## src/rtl/ps2_pkg.sv

```systemverilog
// Shared encodings for the PS/2 scan-code set 2 decoder: FSM states, prefix and
// control-reply byte values, and Pause sequence length.
package ps2_pkg;

   localparam logic [2:0] ST_IDLE_C    = 3'd0;
   localparam logic [2:0] ST_EXT_C     = 3'd1;
   localparam logic [2:0] ST_BRK_C     = 3'd2;
   localparam logic [2:0] ST_EXT_BRK_C = 3'd3;
   localparam logic [2:0] ST_PAUSE_C   = 3'd4;

   typedef enum logic [2:0] {
      S_IDLE    = ST_IDLE_C,
      S_EXT     = ST_EXT_C,
      S_BRK     = ST_BRK_C,
      S_EXT_BRK = ST_EXT_BRK_C,
      S_PAUSE   = ST_PAUSE_C
   } ps2_state_t;

   localparam logic [7:0] PS2_EXT    = 8'hE0;
   localparam logic [7:0] PS2_BRK    = 8'hF0;
   localparam logic [7:0] PS2_PAUSE  = 8'hE1;
   localparam logic [7:0] PS2_BAT    = 8'hAA;
   localparam logic [7:0] PS2_ACK    = 8'hFA;
   localparam logic [7:0] PS2_RESEND = 8'hFE;
   localparam logic [7:0] PS2_ECHO   = 8'hEE;
   localparam logic [7:0] PS2_ERR0   = 8'h00;
   localparam logic [7:0] PS2_ERR1   = 8'hFF;

   localparam logic [2:0] PAUSE_TAIL = 3'd7;

   function automatic logic is_ctrl_reply(input logic [7:0] b);
      return (b == PS2_BAT) || (b == PS2_ACK) || (b == PS2_RESEND) || (b == PS2_ECHO);
   endfunction

endpackage

```

## src/rtl/ps2_scan_decoder_if.sv

```systemverilog
// Byte-in / key-event-out bundle of the scan decoder; slave is the decoder side,
// master is the receiver/consumer side.
interface ps2_scan_decoder_if;
   logic       i_byte_en;
   logic [7:0] i_byte;
   logic       o_key_en;
   logic [7:0] o_key_code;
   logic       o_key_ext;
   logic       o_key_break;
   logic       o_pause;
   logic       o_err;

   modport master (
      output i_byte_en, i_byte,
      input  o_key_en, o_key_code, o_key_ext, o_key_break, o_pause, o_err
   );

   modport slave (
      input  i_byte_en, i_byte,
      output o_key_en, o_key_code, o_key_ext, o_key_break, o_pause, o_err
   );
endinterface

```

## src/rtl/ps2_timer.sv

```systemverilog
// Saturating inter-byte timeout counter; o_expire is high in the cycle the count
// sits at TIMEOUT_CYCLES-1 while enabled and not being cleared.
module ps2_timer #(
   parameter int TIMEOUT_CYCLES = 100000
) (
   input  logic clk,
   input  logic i_sclr_n,
   input  logic i_clr,
   input  logic i_en,
   output logic o_expire
);
   localparam int CNT_W = $clog2(TIMEOUT_CYCLES + 1);
   localparam logic [CNT_W-1:0] CNT_LAST = CNT_W'(TIMEOUT_CYCLES - 1);
   localparam logic [CNT_W-1:0] CNT_MAX  = CNT_W'(TIMEOUT_CYCLES);

   logic [CNT_W-1:0] r_cnt;

   always_ff @(posedge clk) begin
      if (!i_sclr_n)
         r_cnt <= '0;
      else if (i_clr)
         r_cnt <= '0;
      else if (i_en && (r_cnt != CNT_MAX))
         r_cnt <= r_cnt + CNT_W'(1);
   end

   assign o_expire = i_en && !i_clr && (r_cnt == CNT_LAST);
endmodule

```

## src/rtl/ps2_scan_decoder.sv

```systemverilog
// PS/2 set-2 byte stream to key events (E0/F0/E1 prefixes, error and timeout flags).
// Optional typematic repeat suppression: define PS2_REPEAT_FILTER_EN.
module ps2_scan_decoder
   import ps2_pkg::*;
#(
   parameter int TIMEOUT_CYCLES = 100000
) (
   input  logic               clk,
   input  logic               i_sclr_n,
   ps2_scan_decoder_if.slave  bus
);
   ps2_state_t r_state, w_state_nxt;
   logic [2:0] r_pcnt, w_pcnt_nxt;
   logic       w_ev, w_ev_ext, w_ev_brk, w_err, w_pause, w_emit, w_expire;
   logic       r_key_en, r_key_ext, r_key_break, r_pause, r_err;
   logic [7:0] r_key_code;

   ps2_timer #(.TIMEOUT_CYCLES(TIMEOUT_CYCLES)) u_timer (
      .clk      (clk),
      .i_sclr_n (i_sclr_n),
      .i_clr    (bus.i_byte_en || (r_state == S_IDLE)),
      .i_en     (r_state != S_IDLE),
      .o_expire (w_expire)
   );

   always_ff @(posedge clk) begin
      if (!i_sclr_n) begin
         r_state <= S_IDLE;
         r_pcnt  <= '0;
      end else begin
         r_state <= w_state_nxt;
         r_pcnt  <= w_pcnt_nxt;
      end
   end

   // A byte always wins over a coinciding timeout.
   always_comb begin
      w_state_nxt = r_state;
      w_pcnt_nxt  = r_pcnt;
      w_ev        = 1'b0;
      w_ev_ext    = 1'b0;
      w_ev_brk    = 1'b0;
      w_err       = 1'b0;
      w_pause     = 1'b0;
      if (bus.i_byte_en) begin
         case (r_state)
            S_IDLE: begin
               if (bus.i_byte == PS2_EXT)
                  w_state_nxt = S_EXT;
               else if (bus.i_byte == PS2_BRK)
                  w_state_nxt = S_BRK;
               else if (bus.i_byte == PS2_PAUSE) begin
                  w_state_nxt = S_PAUSE;
                  w_pcnt_nxt  = PAUSE_TAIL;
               end else if (bus.i_byte inside {PS2_ERR0, PS2_ERR1})
                  w_err = 1'b1;
               else if (!is_ctrl_reply(bus.i_byte))
                  w_ev = 1'b1;
            end
            S_EXT: begin
               w_state_nxt = S_IDLE;
               if (bus.i_byte == PS2_BRK)
                  w_state_nxt = S_EXT_BRK;
               else if (bus.i_byte inside {PS2_ERR0, PS2_ERR1, PS2_EXT, PS2_PAUSE})
                  w_err = 1'b1;
               else begin
                  w_ev     = 1'b1;
                  w_ev_ext = 1'b1;
               end
            end
            S_BRK, S_EXT_BRK: begin
               w_state_nxt = S_IDLE;
               if (bus.i_byte inside {PS2_ERR0, PS2_ERR1, PS2_EXT, PS2_PAUSE, PS2_BRK})
                  w_err = 1'b1;
               else begin
                  w_ev     = 1'b1;
                  w_ev_brk = 1'b1;
                  w_ev_ext = (r_state == S_EXT_BRK);
               end
            end
            S_PAUSE: begin
               if (r_pcnt <= 3'd1) begin
                  w_pause     = 1'b1;
                  w_state_nxt = S_IDLE;
                  w_pcnt_nxt  = '0;
               end else
                  w_pcnt_nxt = r_pcnt - 3'd1;
            end
            default: w_state_nxt = S_IDLE;
         endcase
      end else if (w_expire) begin
         w_err       = 1'b1;
         w_state_nxt = S_IDLE;
         w_pcnt_nxt  = '0;
      end
   end

`ifdef PS2_REPEAT_FILTER_EN
   logic [7:0] r_last_code;
   logic       r_last_ext, r_last_vld, w_same;

   assign w_same = ({r_last_ext, r_last_code} == {w_ev_ext, bus.i_byte});
   assign w_emit = w_ev && !(!w_ev_brk && r_last_vld && w_same);

   always_ff @(posedge clk) begin
      if (!i_sclr_n) begin
         r_last_code <= '0;
         r_last_ext  <= 1'b0;
         r_last_vld  <= 1'b0;
      end else if (w_ev && w_ev_brk) begin
         if (w_same)
            r_last_vld <= 1'b0;
      end else if (w_ev && !(r_last_vld && w_same)) begin
         r_last_code <= bus.i_byte;
         r_last_ext  <= w_ev_ext;
         r_last_vld  <= 1'b1;
      end
   end
`else
   assign w_emit = w_ev;
`endif

   always_ff @(posedge clk) begin
      if (!i_sclr_n) begin
         r_key_en    <= 1'b0;
         r_key_code  <= '0;
         r_key_ext   <= 1'b0;
         r_key_break <= 1'b0;
         r_pause     <= 1'b0;
         r_err       <= 1'b0;
      end else begin
         r_key_en <= w_emit;
         r_pause  <= w_pause;
         r_err    <= w_err;
         if (w_emit) begin
            r_key_code  <= bus.i_byte;
            r_key_ext   <= w_ev_ext;
            r_key_break <= w_ev_brk;
         end
      end
   end

   assign bus.o_key_en    = r_key_en;
   assign bus.o_key_code  = r_key_code;
   assign bus.o_key_ext   = r_key_ext;
   assign bus.o_key_break = r_key_break;
   assign bus.o_pause     = r_pause;
   assign bus.o_err       = r_err;
endmodule

```

## src/flat_wrapper.sv

```systemverilog
// flat-port wrapper written by rule: the top's interface ports become plain ports
module ps2_scan_decoder_flat import ps2_pkg::*;
#(
   parameter int TIMEOUT_CYCLES = 100000
)
  (clk, i_sclr_n, bus_i_byte_en, bus_i_byte, bus_o_key_en, bus_o_key_code, bus_o_key_ext, bus_o_key_break, bus_o_pause, bus_o_err);
  ps2_scan_decoder_if bus_i ();
  input  logic clk;
  input  logic i_sclr_n;
  input wire logic [$bits(bus_i.i_byte_en)-1:0] bus_i_byte_en;
  input wire logic [$bits(bus_i.i_byte)-1:0] bus_i_byte;
  output wire logic [$bits(bus_i.o_key_en)-1:0] bus_o_key_en;
  output wire logic [$bits(bus_i.o_key_code)-1:0] bus_o_key_code;
  output wire logic [$bits(bus_i.o_key_ext)-1:0] bus_o_key_ext;
  output wire logic [$bits(bus_i.o_key_break)-1:0] bus_o_key_break;
  output wire logic [$bits(bus_i.o_pause)-1:0] bus_o_pause;
  output wire logic [$bits(bus_i.o_err)-1:0] bus_o_err;
  assign bus_i.i_byte_en = bus_i_byte_en;
  assign bus_i.i_byte = bus_i_byte;
  assign bus_o_key_en = bus_i.o_key_en;
  assign bus_o_key_code = bus_i.o_key_code;
  assign bus_o_key_ext = bus_i.o_key_ext;
  assign bus_o_key_break = bus_i.o_key_break;
  assign bus_o_pause = bus_i.o_pause;
  assign bus_o_err = bus_i.o_err;
  ps2_scan_decoder #(.TIMEOUT_CYCLES(TIMEOUT_CYCLES)) u_core (.clk(clk), .i_sclr_n(i_sclr_n), .bus(bus_i));
endmodule
```

## config.mk

```make
export PLATFORM = sky130hd
export DESIGN_NAME = ps2_scan_decoder_flat
export DESIGN_NICKNAME = d
export VERILOG_FILES = /design/src/rtl/ps2_pkg.sv /design/src/rtl/ps2_scan_decoder_if.sv /design/src/rtl/ps2_timer.sv /design/src/rtl/ps2_scan_decoder.sv /design/src/flat_wrapper.sv
export SDC_FILE = /design/constraint.sdc
export NUM_CORES = 1
export LEC_CHECK = 0
export BUFFER_PORTS_ARGS = -buffer_cell sky130_fd_sc_hd__buf_2
export CAP_MARGIN = 20
export CORE_MARGIN = 1
export CORE_UTILIZATION = 25
export DETAILED_ROUTE_END_ITERATION = 12
export GPL_ROUTABILITY_DRIVEN = 0
export REMOVE_ABC_BUFFERS = 1
export SKIP_LAST_GASP = 1
export SYNTH_ARGS = -nofsm -noshare
export SYNTH_HDL_FRONTEND = slang
export SYNTH_HIERARCHICAL = 1
export SYNTH_SLANG_ARGS = --single-unit
```

## constraint.sdc

```tcl
create_clock -name clk -period 6.7 [get_ports clk]
set_input_delay 1.005 -clock clk [delete_from_list [all_inputs] [get_ports clk]]
set_output_delay 1.005 -clock clk [all_outputs]
set_load 0.01 [all_outputs]
```

; ---- Yosys cells after proc, flatten, opt, wreduce, memory -nomap -nowiden
; Index checks and enable logic that the tools add are counted.
[word_totals]
out_inout_bits = 13
word_cells = 93
reg_bits = 36
[classes]
bitwise_logic = 1
n_eq_ne = 20
order_cmp = 1
n_reduce_logical = 20
muxes = 40
addsub = 2
[op_table]
columns = op, n
row1 = $eq A8 B8 Y1 const B, 8
row2 = $mux W3, 11
row3 = $mux W1, 23
row4 = $add A17 B1 Y17 const B, 1
row5 = $eq A17 B17 Y1 const B, 1
row6 = $ne A17 B17 Y1 const B, 1
row7 = $ne A3 B3 Y1 const B, 3
row8 = $pmux W3 S3, 1
row9 = $logic_not A8 Y1, 1
row10 = $eq A3 B2 Y1 const B, 2
row11 = $pmux W1 S3, 2
row12 = $pmux W3 S2, 1
row13 = $reduce_and A3 Y1, 2
row14 = $ne A5 B5 Y1 const B, 1
row15 = $reduce_and A5 Y1, 1
row16 = $reduce_bool A5 Y1, 1
row17 = $logic_or A1 B1 Y1, 4
row18 = $reduce_bool A2 Y1, 2
row19 = $reduce_bool A4 Y1, 1
row20 = $reduce_or A2 Y1, 2
row21 = $eq A3 B1 Y1 const B, 1
row22 = $eq A3 B3 Y1 const B, 1
row23 = $le A3 B1 Y1 const B, 1
row24 = $logic_and A1 B1 Y1, 3
row25 = other kinds (9), 9

; ---- Longest topological paths before layout
; Gate-level depths: netlist of run 1.
[depth]
ltp_word = 11
mapped_depth = 11
mapped_depth_nobuf = 8

; ---- Cells and area by module
; Netlist of run 1, hierarchy kept.
[modules_own_cells]
columns = module, instances, seq_area_each_um2, cells_per_inst, area_per_inst_um2
row1 = ps2_scan_decoder, 1, 380.4, 118, 985.9
row2 = ps2_timer, 1, 340.3, 99, 879.6

; ---- Worst setup path after synthesis of run 1
; OpenSTA, ideal clock, no wires.
[synth_timing]
kind = input port to flip-flop
from = input port bus_i_byte[4]
to = register u_core.r_key_en, in the netlist u_core/bus.o_key_en
setup_slack_ns = 4.324
path_stages = 7
t_required_ns = 6.585
arrival_ns = 2.261
path_cell_list = buf_6 -> or4_1 -> o2bb2ai_1 -> o2bb2ai_2 -> nor2_2 -> buf_6 -> and2_1
[synth_between]
elab_chain_len = 11
word_cells_on_any_way = 25
cone_classes = eq/ne: 8 / mux: 10 / reduce/logical: 7
[synth_rtl]
columns = element, line_no
row1 = "start, declared", flat_wrapper.sv:11  ; input wire logic [$bits(bus_i.i_byte)-1:0] bus_i_byte;
row2 = $eq A8 B8 Y1, ps2_pkg.sv:32  ; return (b == PS2_BAT) || (b == PS2_ACK) || (b == PS2_RESEND) || (b == PS2_ECHO);
row3 = $logic_or A1 B1 Y1 (3 in series), ps2_pkg.sv:32
row4 = $mux W1, ps2_scan_decoder.sv:57  ; else if (!is_ctrl_reply(bus.i_byte))
row5 = $mux W1, ps2_scan_decoder.sv:55  ; end else if (bus.i_byte inside {PS2_ERR0, PS2_ERR1})
row6 = $mux W1, ps2_scan_decoder.sv:52  ; else if (bus.i_byte == PS2_PAUSE) begin
row7 = $mux W1, ps2_scan_decoder.sv:50  ; else if (bus.i_byte == PS2_BRK)
row8 = $mux W1, ps2_scan_decoder.sv:48  ; if (bus.i_byte == PS2_EXT)
row9 = $pmux W1 S3 *, ps2_scan_decoder.sv:46  ; case (r_state)
row10 = $mux W1 *, ps2_scan_decoder.sv:45  ; if (bus.i_byte_en) begin
row11 = "end signal, assigned", ps2_scan_decoder.sv:132  ; r_key_en <= w_emit;
row12 = "end, declared", ps2_scan_decoder.sv:15  ; logic r_key_en, r_key_ext, r_key_break, r_pause, r_err;
; Every way passes the cells marked *; elsewhere a longest branch is shown, timed or not.
; A chain may end at the register's enable or synchronous reset.

; ---- Worst setup path after layout of run 1
[layout_timing]
from = register u_core.r_state[0]
to = register u_core.r_pcnt[2]
[layout_between]
elab_chain_len = 7
word_cells_on_any_way = 15
cone_classes = eq/ne: 5 / mux: 2 / reduce/logical: 8
[layout_rtl]
columns = element, line_no
row1 = "start, declared", ps2_scan_decoder.sv:12  ; ps2_state_t r_state, w_state_nxt;
row2 = "start signal, assigned", ps2_scan_decoder.sv:31  ; r_state <= w_state_nxt;
row3 = $logic_not A3 Y1, ps2_scan_decoder.sv:21  ; .i_clr (bus.i_byte_en || (r_state == S_IDLE)),
row4 = $logic_or A1 B1 Y1, ps2_scan_decoder.sv:21
row5 = $logic_not A1 Y1, ps2_timer.sv:27  ; assign o_expire = i_en && !i_clr && (r_cnt == CNT_LAST);
row6 = $logic_and A1 B1 Y1 * (2 in series), ps2_timer.sv:27
row7 = named net u_core.w_expire, ps2_scan_decoder.sv:14  ; logic w_ev, w_ev_ext, w_ev_brk, w_err, w_pause, w_emit, w_expire;
row8 = $reduce_bool A2 Y1 (no line) *, n/a
row9 = $reduce_and A5 Y1 (no line) *, n/a
row10 = "end signal, assigned", ps2_scan_decoder.sv:32  ; r_pcnt <= w_pcnt_nxt;
row11 = "end, declared", ps2_scan_decoder.sv:13  ; logic [2:0] r_pcnt, w_pcnt_nxt;
; Mark *: on every way through the listed nets, which the timed path passes. The rest lies on a longest branch.

==> metrics.md, run 1 <==
| Metric | Value |
|---|---|
| Post-DP HPWL | `2680 µm` |
| # Post-CTS Setup Buffers | `0` |
| Setup violators final | `0` |
| Hold Crit Class | `register to register` |
| GR Util All Layers | `10.2%` |
| Post-synthesis sequential element count | `36` |
| Internal Power | `313 µW` |
| Post-route ant nets | `0` |
| Worst-Margin Slew | `0.680 ns` |
| YS warnings | `6` |
| Post-CTS sizing | `0` |
| Main synth FF type | `dfxtp_1` |
| Clock power frac | `38.6%` |
| Peak supply drop | `0.0000984 V` |
| Clock root buffer | `clkbuf_8` |
| DRC violations left | `0` |
| Unique masters post-synth | `48` |
| Clk_skew | `0.00761 ns` |
| Synthesized cell area | `1870 µm²` |
| Vias per cell | `4.61` |
| Fin crit share | `35.5%` |
| Worst Path Max Fanout | `9` |
| RSZ-0062 raised after global routing | `false` |
| Final WL | `3650 µm` |
| Lkg Pwr | `0.753 nW` |
| Vias in the first global route | `1,438` |
| DR pass1 iterations | `4` |
| Die W | `88.4 µm` |
| Fin nets | `251` |
| Startpoint Class | `register` |
| Later-pin clock latency in the skew report | `0.29 ns` |
| Grt total ovfl | `0` |
| PortBufs | `23` |
| Register share of total power | `53.9%` |
| ANT cells | `0` |
| TNS Setup | `0 ns` |
| DR WL/cell | `10.9 µm` |
| Syn avg cell area | `8.60 µm²` |
| Syn Inst Count | `217` |
| Die area | `7810 µm²` |
| Top cells by area, synth | `dfxtp_1 (39%), nand2_1 (6.8%), mux2i_1 (5.4%), nand4_1 (3.7%), o21ai_0 (3.2%)` |
| Share of cells above drive strength 1 | `18.1%` |
| Clock slew at reported path FFs | `0.07 ns` |
| Total number of vias | `1,550` |
| Status | `completed` |
| Post-synthesis async set-or-reset flop share | `0%` |
| Core region area | `7210 µm²` |
| Yosys top cell area share | `38.6%` |
| Largest net degree at the start of global routing | `35` |
| Critical path capture point type | `register` |
| Setup CP Type | `register to register` |
| First DRT Iteration DRCs | `52` |
| Chip Height | `88.4 µm` |
| Cell Rows | `31` |
| Max_slew headroom | `54.6%` |
| Switch share | `23.5%` |
| Worst reg-to-reg path cell count | `8` |
| Starting Density | `25.9%` |
| Hold depth | `2` |
| F_max | `421 MHz` |
| Final Hold Vio Count | `0` |
| Worst EP required | `6.92 ns` |
| Ports | `24` |
| Post-CTS Hold Buffers | `0` |
| Total of max-cap violations | `0` |
| CTS sink count | `36` |
| Final min period | `2.38 ns` |
| Pwr dens | `193 nW/µm²` |
| Register area share after synthesis | `38.6%` |
| TritonCTS clock tree | `built` |
| Clock tree buffer depth | `2` |
| Area growth syn-to-layout | `13.7%` |
| Fin worst setup slack | `4.32 ns` |
| H-tree lvl count | `2` |
| Logic pwr share | `7.5%` |
| Slew Viols, Final | `0` |
| Cell accounting for the most synthesized area | `dfxtp_1` |
| Dpl ws | `4.18 ns` |
| Crit path arrival time | `2.59 ns` |
| First-pass GRT wire length | `6200 µm` |
| Initial antenna violation count | `0` |
| Post-synth EDFFs | `0` |
| CTS Buf Count | `5` |
| Net Sw Power | `96.4 µW` |
## sequential cells by signal, summed over array words and instances, names as in the netlist
register / flops
u_core/u_timer/r_cnt: 17
u_core/bus.o_key_code: 8
u_core/r_pcnt: 3
u_core/r_state: 3
u_core/bus.o_err: 1
u_core/bus.o_key_break: 1
u_core/bus.o_key_en: 1
u_core/bus.o_key_ext: 1
u_core/bus.o_pause: 1
## worst max-delay path, cell delays in order, from the launching register on
cell and delay (ns):
dfxtp_1 0.48, or3_1 0.33, and4_1 0.36, nand4_1 0.15, nor3_1 0.27, nor2_1 0.09
a31oi_1 0.35, o2111ai_1 0.16, o21ai_0 0.11
## layout make-up
class,count,area [µm²]
Clock buffer,6,82.6
Clock inverter,2,10.0
Fill cell,804,5090
Inverter,6,22.5
Multi-Input combinational cell,164,1050
Sequential cell,36,721
Tap cell,99,124
Timing Repair Buffer,23,115
## cell usage after synthesis, types with 3 or more instances
| master | number |
|---|---|
| buf_6 | 3 |
| nor4_1 | 4 |
| ha_1 | 4 |
| and4_1 | 3 |
| dfxtp_1 | 36 |
| nor2b_1 | 3 |
| nand4_1 | 11 |
| nand2_1 | 34 |
| inv_1 | 6 |
| clkbuf_1 | 5 |
| xor2_1 | 6 |
| nand3_1 | 5 |
| or4_1 | 3 |
| a21oi_1 | 6 |
| nand3b_1 | 4 |
| o21ai_0 | 12 |
| xnor2_1 | 5 |
| nor2_1 | 16 |
| or3_1 | 4 |
| mux2i_1 | 10 |
## metal layers
metal  part of all wire (%)  up-vias  global-route usage [%]
li1                       -      814                       -
met1                     48      710                    11.7
met2                     48       21                    17.1
met3                    2.8        5                    2.80
met4                    1.9        0                    5.72
met5                      0        -                       0
## layout by cell type, fill, tap and decap left out, types with 4 or more instances in the layout
cell type	instances
or3_1	4
a21oi_1	6
nand2_1	34
nor2_1	16
xor2_1	6
nor4_1	4
xnor2_1	5
o21ai_0	12
ha_1	4
clkbuf_8	6
buf_2	23
inv_1	6
nand3b_1	4
nand4_1	11
dfxtp_1	36
nand3_1	5
mux2i_1	10
## worst paths after layout
check                                 from                  endpoint  slack, ns
setup / recovery         u_core/r_state[0]          u_core/r_pcnt[2]       4.32
hold / removal    u_core/bus.o_key_code[7]  u_core/bus.o_key_code[7]       0.46
setup reg to reg         u_core/r_state[0]          u_core/r_pcnt[2]       4.32
hold reg to reg   u_core/bus.o_key_code[7]  u_core/bus.o_key_code[7]       0.46
## kinds of logic after synthesis
| kind of cell | Yosys count | synth area share (%) |
|---|---|---|
| AND/OR/NAND/NOR | 107 | 31.5 |
| flip-flops | 36 | 38.6 |
| AO/OA/AOI/OAI | 32 | 11.3 |
| buffers and inverters | 17 | 5.30 |
| XOR/XNOR | 11 | 5.16 |
| multiplexers | 10 | 5.37 |
| adder cells (fa/ha/maj) | 4 | 2.68 |
## power by group through the flow
stage | logic, mW | clock network [mW] | registers (mW)
6_report | 0.0308 | 0.158 | 0.221
5_1_grt | 0.0347 | 0.174 | 0.221
4_1_cts | 0.0314 | 0.166 | 0.221
3_5_place_dp | 0.0314 | 0 | 0.226
3_3_place_gp | 0.0309 | 0 | 0.226
2_1_floorplan | 0.0149 | 0 | 0.227
## through the flow
stage | utilization [%] | power, mW | instance area [µm²] | hold WS [ns] | instances
CTS | 29.4 | 0.418 | 2120 | 0.462 | 336
detailed placement | 28.1 | 0.257 | 2030 | 0.447 | 328
floorplan | - | 0.242 | 1790 | 0.436 | 206
global placement | 28.1 | 0.256 | 2030 | 0.444 | 328
finish | 29.4 | 0.409 | 2120 | 0.456 | 336
global route | 29.4 | 0.430 | 2120 | 0.477 | 336
Power figures use the tool's default switching activity.
==> inputs of run 2 (changes only) <==
Clock period 6.7 ns to 2.05 ns, I/O delays scaled along.
==> run 2 against run 1 <==
Effect of this change:
- combinational power grew to 3.4 times the previous value
- critical path depth decreased by 1
- sequential cell count stayed put
- utilization up 1.2 points
- power grew to 3.3 times the previous value
- via count up 5.6%
- die area unchanged
- non-clock buffer count increased by 11
- register-to-register slack worse by 4.1 ns
==> metrics.md, run 2 (same netlist as run 1, synthesis figures left out) <==
| Metric | Value |
|---|---|
| Max reg flops | `17 (unchanged)` |
| First-pass GRT wire length | `6750 µm (was 6200 µm)` |
| Final WL | `3880 µm (was 3650 µm)` |
| Commonest non-fill, non-tap cells in the layout | `dfxtp_1 (35), nand2_1 (34), buf_2 (23), nor2_1 (16), o21ai_0 (12) (was dfxtp_1 (36), nand2_1 (34), buf_2 (23), nor2_1 (16), o21ai_0 (12))` |
| Final Hold Vio Count | `0 (unchanged)` |
| Fin nets | `262 (was 251)` |
| Clk_skew | `0.00951 ns (was 0.00761 ns)` |
| Startpoint Class | `register (unchanged)` |
| Core region area | `7210 µm² (unchanged)` |
| Clock root buffer | `clkbuf_8 (unchanged)` |
| Starting Density | `25.9% (unchanged)` |
| Post-route ant nets | `0 (unchanged)` |
| Post-Layout Cell Count | `347 (was 336)` |
| Critical path capture point type | `register (unchanged)` |
| Status | `completed (unchanged)` |
| Vias per cell | `4.72 (was 4.61)` |
| Hold Slack | `0.293 ns (was 0.456 ns)` |
| Slew Viols, Final | `0 (unchanged)` |
| Ports | `24 (unchanged)` |
| CTS Buf Count | `5 (unchanged)` |
| CTS sink count | `36 (unchanged)` |
| Slowest-stage cell, CP | `or4b_2 (was dfxtp_1)` |
| Final min period | `1.85 ns (was 2.38 ns)` |
| Peak supply drop | `0.000296 V (was 0.0000984 V)` |
| Pwr dens | `609 nW/µm² (was 193 nW/µm²)` |
| Total power | `1.35 mW (was 409 µW)` |
| Vias in the first global route | `1,552 (was 1,438)` |
| TNS Setup | `0 ns (unchanged)` |
| Clock slew at reported path FFs | `0.07 ns (about the same)` |
| Largest net degree at the start of global routing | `20 (was 35)` |
| Grt total ovfl | `0 (unchanged)` |
| DR WL/cell | `11.2 µm (was 10.9 µm)` |
| Worst-path cell chain | `or4b_2 > nor3_2 > nor2_1 > a31oi_1 > buf_4 > o2111ai_1 > o21ai_0 (was or3_1 > and4_1 > nand4_1 > nor3_1 > nor2_1 > a31oi_1 > o2111ai_1 > o21ai_0)` |
| # Post-CTS Setup Buffers | `0 (unchanged)` |
| Top delay family on crit path | `simple AND/OR/NAND/NOR gates (unchanged)` |
| Hold Crit Class | `primary input to register (was register to register)` |
| Crit path arrival time | `2.07 ns (was 2.59 ns)` |
| Setup violators final | `0 (unchanged)` |
| DR pass1 iterations | `4 (unchanged)` |
| RSZ-0062 raised after global routing | `false (unchanged)` |
| Chip Height | `88.4 µm (unchanged)` |
| Most common library cell in the layout ignoring fill and taps | `dfxtp_1 (unchanged)` |
| Total of max-cap violations | `0 (unchanged)` |
| Share of cells above drive strength 1 | `22.2% (was 18.1%)` |
| DRC violations left | `0 (unchanged)` |
| Later-pin clock latency in the skew report | `0.28 ns (was 0.29 ns)` |
| Post-DP HPWL | `2890 µm (was 2680 µm)` |
| Clock tree buffer depth | `2 (unchanged)` |
| Worst Path Max Fanout | `7 (was 9)` |
| WP buf/inv | `1 (was 0)` |
| Fin crit share | `90.4% (was 35.5%)` |
| Total number of vias | `1,637 (was 1,550)` |
| Die W | `88.4 µm (unchanged)` |
| First DRT Iteration DRCs | `152 (was 52)` |
| Worst EP required | `2.27 ns (was 6.92 ns)` |
| Max_slew headroom | `53.4% (was 54.6%)` |
| Most flops, register | `u_core/u_timer/r_cnt (unchanged)` |
| ANT cells | `0 (unchanged)` |
| PortBufs | `23 (unchanged)` |
| Post-CTS Hold Buffers | `0 (unchanged)` |
| Cell Rows | `31 (unchanged)` |
| Lkg Pwr | `0.804 nW (was 0.753 nW)` |
| Initial antenna violation count | `0 (unchanged)` |
| F_max | `540 MHz (was 421 MHz)` |
| Post-CTS sizing | `0 (unchanged)` |
| TritonCTS clock tree | `built (unchanged)` |
| Worst-Margin Slew | `0.698 ns (was 0.680 ns)` |
| Die area | `7810 µm² (unchanged)` |
| Setup CP Type | `register to register (unchanged)` |
| Dpl cells | `339 (was 328)` |
| GR Util All Layers | `11.0% (was 10.2%)` |
| Crit path largest cell delay | `0.69 ns (was 0.48 ns)` |
| Area growth syn-to-layout | `18.5% (was 13.7%)` |
| H-tree lvl count | `2 (unchanged)` |
[run 2: changes by cell type in the layout (fill, tap and decap cells not counted)]
cell	change
buf_4	+11
clkbuf_1	+1
clkinv_2	-2
clkinvlp_4	+1
dfxtp_1	-1
dfxtp_2	+1
nor3_1	-1
nor3_2	+1
[run 2: final cells by class]
cell class	instances	area, µm²
fill	787	5000
multi-input combinational	164	1050
sequential	36	722
timing repair buffer	34	198
tap	99	124
clock buffer	7	86.3
inverter	6	22.5
clock inverter	1	7.51
[run 2: final timing paths]
kind	depth (start not counted)	end	slack [ns]	start
setup reg to reg	7	u_core/r_pcnt[2]	0.20	u_core/u_timer/r_cnt[5]
hold reg to reg	2	u_core/bus.o_key_code[1]	0.46	u_core/bus.o_key_code[1]
hold / removal	3	u_core/bus.o_key_code[3]	0.29	bus_i_byte[3]
setup / recovery	7	u_core/r_pcnt[2]	0.20	u_core/u_timer/r_cnt[5]
[run 2: power breakdown]
group | internal [mW] | switching [mW]
Clock | 0.273 | 0.247
Combinational | 0.0437 | 0.0610
Sequential | 0.714 | 0.00775
Total | 1.03 | 0.315
[run 2: worst reg2reg max path: cells and delay by family, from the launching register on]
kind,cells,cell delay (ns)
AND/OR/NAND/NOR,3,0.94
flip-flops,1,0.35
AO/OA/AOI/OAI,3,0.34
buffers and inverters,1,0.16
[run 2: through the flow]
step / util, % / setup WS (ns) / cell area, µm²
floorplan: - / 0.113 / 1790
finish: 30.6 / 0.198 / 2210
global placement: 29.3 / 0.171 / 2110
detailed placement: 29.3 / 0.146 / 2110
global route: 30.6 / 0.0668 / 2210
CTS: 30.6 / 0.128 / 2200
[run 2: per-layer routing]
metal  up-vias  routed length [µm]  track usage, %
li1        843                   -               -
met1       762                1800            12.7
met2        25                1900            19.4
met3         7                 127            3.17
met4         0                  55            4.25
met5         -                   0               0
==> inputs of run 3 (changes only) <==
Settings changed: RECOVER_POWER from default to 100.
==> run 3 against run 2 <==
Effect of this change:
- utilization shrank 0.45 points
- largest power group unchanged
- fmax decreased by 1.6%
- first-iteration DRC count fell by 6.6%
- worst hold slack better by 0.00090 ns
- power fell by 0.28%
==> metrics.md, run 3 (same netlist as run 1, synthesis figures left out) <==
| Metric | Value |
|---|---|
| Status | `completed (unchanged)` |
| Clock root buffer | `clkbuf_8 (unchanged)` |
| Post-route ant nets | `0 (unchanged)` |
| Die W | `88.4 µm (unchanged)` |
| Grt total ovfl | `0 (unchanged)` |
| Vias in the first global route | `1,552 (unchanged)` |
| Chip Height | `88.4 µm (unchanged)` |
| F_max | `531 MHz (was 540 MHz)` |
| Worst reg-to-reg path cell count | `7 (unchanged)` |
| Post-CTS Hold Buffers | `0 (unchanged)` |
| Slowest-stage cell, CP | `or4b_2 (unchanged)` |
| Lkg Pwr | `0.738 nW (was 0.804 nW)` |
| WP depth | `7 (unchanged)` |
| First-pass GRT wire length | `6750 µm (unchanged)` |
| Clock power frac | `38.7% (was 38.6%)` |
| Dpl cells | `339 (unchanged)` |
| CP endpoint | `u_core/r_pcnt[2] (unchanged)` |
| Max reg flops | `17 (unchanged)` |
| Final Hold Vio Count | `0 (unchanged)` |
| Cell Rows | `31 (unchanged)` |
| Clk_skew | `0.00895 ns (was 0.00951 ns)` |
| Worst-Margin Slew | `0.698 ns (about the same)` |
| Fin crit share | `91.8% (was 90.4%)` |
| CTS sink count | `36 (unchanged)` |
| Clock slew at reported path FFs | `0.07 ns (about the same)` |
| TritonCTS clock tree | `built (unchanged)` |
| Max_slew headroom | `53.4% (about the same)` |
| Total number of vias | `1,622 (was 1,637)` |
| RSZ-0062 raised after global routing | `false (unchanged)` |
| Register share of total power | `53.8% (was 53.6%)` |
| Fin nets | `262 (unchanged)` |
| H-tree lvl count | `2 (unchanged)` |
| Total power | `1.34 mW (was 1.35 mW)` |
| Worst r2r src | `u_core/u_timer/r_cnt[5] (unchanged)` |
| FF-to-FF End | `u_core/r_pcnt[2] (unchanged)` |
| Peak supply drop | `0.000296 V (about the same)` |
| Most common library cell in the layout ignoring fill and taps | `dfxtp_1 (unchanged)` |
| Startpoint Class | `register (unchanged)` |
| TNS Setup | `0 ns (unchanged)` |
| Fin worst setup slack | `0.167 ns (was 0.198 ns)` |
| Critical path capture point type | `register (unchanged)` |
| Initial antenna violation count | `0 (unchanged)` |
| ANT cells | `0 (unchanged)` |
| Clock tree buffer depth | `2 (unchanged)` |
| Worst EP required | `2.27 ns (about the same)` |
| Logic pwr share | `7.5% (was 7.8%)` |
| DR WL/cell | `11.2 µm (about the same)` |
| Crit path largest cell delay | `0.69 ns (about the same)` |
| Area growth syn-to-layout | `16.8% (was 18.5%)` |
| Hold Crit Class | `primary input to register (unchanged)` |
| Starting Density | `25.9% (unchanged)` |
| Die area | `7810 µm² (unchanged)` |
| Hold Slack | `0.294 ns (was 0.293 ns)` |
| Total of max-cap violations | `0 (unchanged)` |
| CTS Buf Count | `5 (unchanged)` |
| DR pass1 iterations | `4 (unchanged)` |
| Slew Viols, Final | `0 (unchanged)` |
| Share of cells above drive strength 1 | `15.7% (was 22.2%)` |
| CP startpoint | `u_core/u_timer/r_cnt[5] (unchanged)` |
| WP buf/inv | `1 (unchanged)` |
| Reg2Reg Setup Slack | `0.17 ns (was 0.20 ns)` |
| Top delay family on crit path | `simple AND/OR/NAND/NOR gates (unchanged)` |
| Core region area | `7210 µm² (unchanged)` |
| Largest net degree at the start of global routing | `20 (unchanged)` |
| Final WL | `3900 µm (was 3880 µm)` |
| Switch share | `23.5% (was 23.4%)` |
| Final min period | `1.88 ns (was 1.85 ns)` |
| Post-Layout Cell Count | `347 (unchanged)` |
| Setup violators final | `0 (unchanged)` |
| Filler Cells Inserted | `797 (was 787)` |
| Worst-path cell chain | `or4b_2 > nor3_2 > nor2_1 > a31oi_1 > clkbuf_2 > o2111ai_1 > o21ai_0 (was or4b_2 > nor3_2 > nor2_1 > a31oi_1 > buf_4 > o2111ai_1 > o21ai_0)` |
| Vias per cell | `4.67 (was 4.72)` |
| PortBufs | `23 (unchanged)` |
| Setup CP Type | `register to register (unchanged)` |
| Ports | `24 (unchanged)` |
| Worst Path Max Fanout | `7 (unchanged)` |
| Pwr dens | `616 nW/µm² (was 609 nW/µm²)` |
| Most flops, register | `u_core/u_timer/r_cnt (unchanged)` |
| Commonest non-fill, non-tap cells in the layout | `dfxtp_1 (35), nand2_1 (34), clkbuf_1 (17), nor2_1 (16), o21ai_0 (12) (was dfxtp_1 (35), nand2_1 (34), buf_2 (23), nor2_1 (16), o21ai_0 (12))` |
| GR Util All Layers | `11.0% (unchanged)` |
| Crit path arrival time | `2.10 ns (was 2.07 ns)` |
| Internal Power | `1.03 mW (about the same)` |
| Net Sw Power | `316 µW (was 315 µW)` |
| DRC violations left | `0 (unchanged)` |
| Later-pin clock latency in the skew report | `0.28 ns (about the same)` |
| Dpl ws | `0.146 ns (unchanged)` |
| Post-DP HPWL | `2890 µm (unchanged)` |
| First DRT Iteration DRCs | `142 (was 152)` |
==> run 3: cell count changes in the layout (fill, tap and decap cells not counted), sizes merged <==
cell,before,now
buf,34,16
clkbuf,7,25
==> run 3: worst min path at each step <==
| stage | slack [ns] | from | to | cells past startpoint |
|---|---|---|---|---|
| 2_1_floorplan | 0.43 | i_sclr_n | u_core/bus.o_key_en | 1 |
| 3_3_place_gp | 0.44 | u_core/bus.o_key_code[5] | u_core/bus.o_key_code[5] | 2 |
| 3_5_place_dp | 0.44 | u_core/bus.o_key_code[5] | u_core/bus.o_key_code[5] | 2 |
| 4_1_cts | 0.28 | bus_i_byte[3] | u_core/bus.o_key_code[3] | 3 |
| 5_1_grt | 0.29 | bus_i_byte[3] | u_core/bus.o_key_code[3] | 3 |
| 6_report | 0.29 | bus_i_byte[3] | u_core/bus.o_key_code[3] | 3 |
==> run 3: tightest hold or removal path, cell delays in order <==
cell,delay [ns]
buf_2,0.11
nand2_1,0.06
mux2i_1,0.06
==> run 3: power groups by stage <==
stage	Clock, mW	Combinational (mW)	Sequential (mW)
finish	0.519	0.101	0.722
global route	0.573	0.113	0.723
CTS	0.549	0.106	0.721
detailed placement	0	0.106	0.737
global placement	0	0.105	0.737
floorplan	0	0.0487	0.742
==> run 3: what timing repair did <==
| item | in CTS | in global routing |
|---|---|---|
| gates resized for setup | 0 | 2 |
| setup buffers | 0 | 0 |
| setup endpoints to repair | 0 | 3 |
==> run 3: cell type report <==
type                    count  area [µm²]  share of cell area [%]
clock inverters             1        7.51                   0.345
well taps                  99         124                    5.69
flip-flops and latches     36         722                    33.1
inverters                   6        22.5                    1.03
repair buffers             34         165                    7.58
clock buffers               7        86.3                    3.96
multi-input cells         164        1050                    48.2
==> run 3: stage by stage <==
stage               utilization [%]  area [µm²]
floorplan                         -        1790
global placement               29.3        2110
detailed placement             29.3        2110
CTS                            30.6        2200
global route                   30.2        2180
finish                         30.2        2180
==> run 3: per-layer routing <==
layer,wire (µm),track usage [%],vias to the layer above,share of wire (%)
li1,-,-,843,-
met5,0,0,-,0
met4,55,4.25,0,1.4
met2,1880,19.4,27,48
met3,117,3.17,7,3.0
met1,1850,12.7,745,47
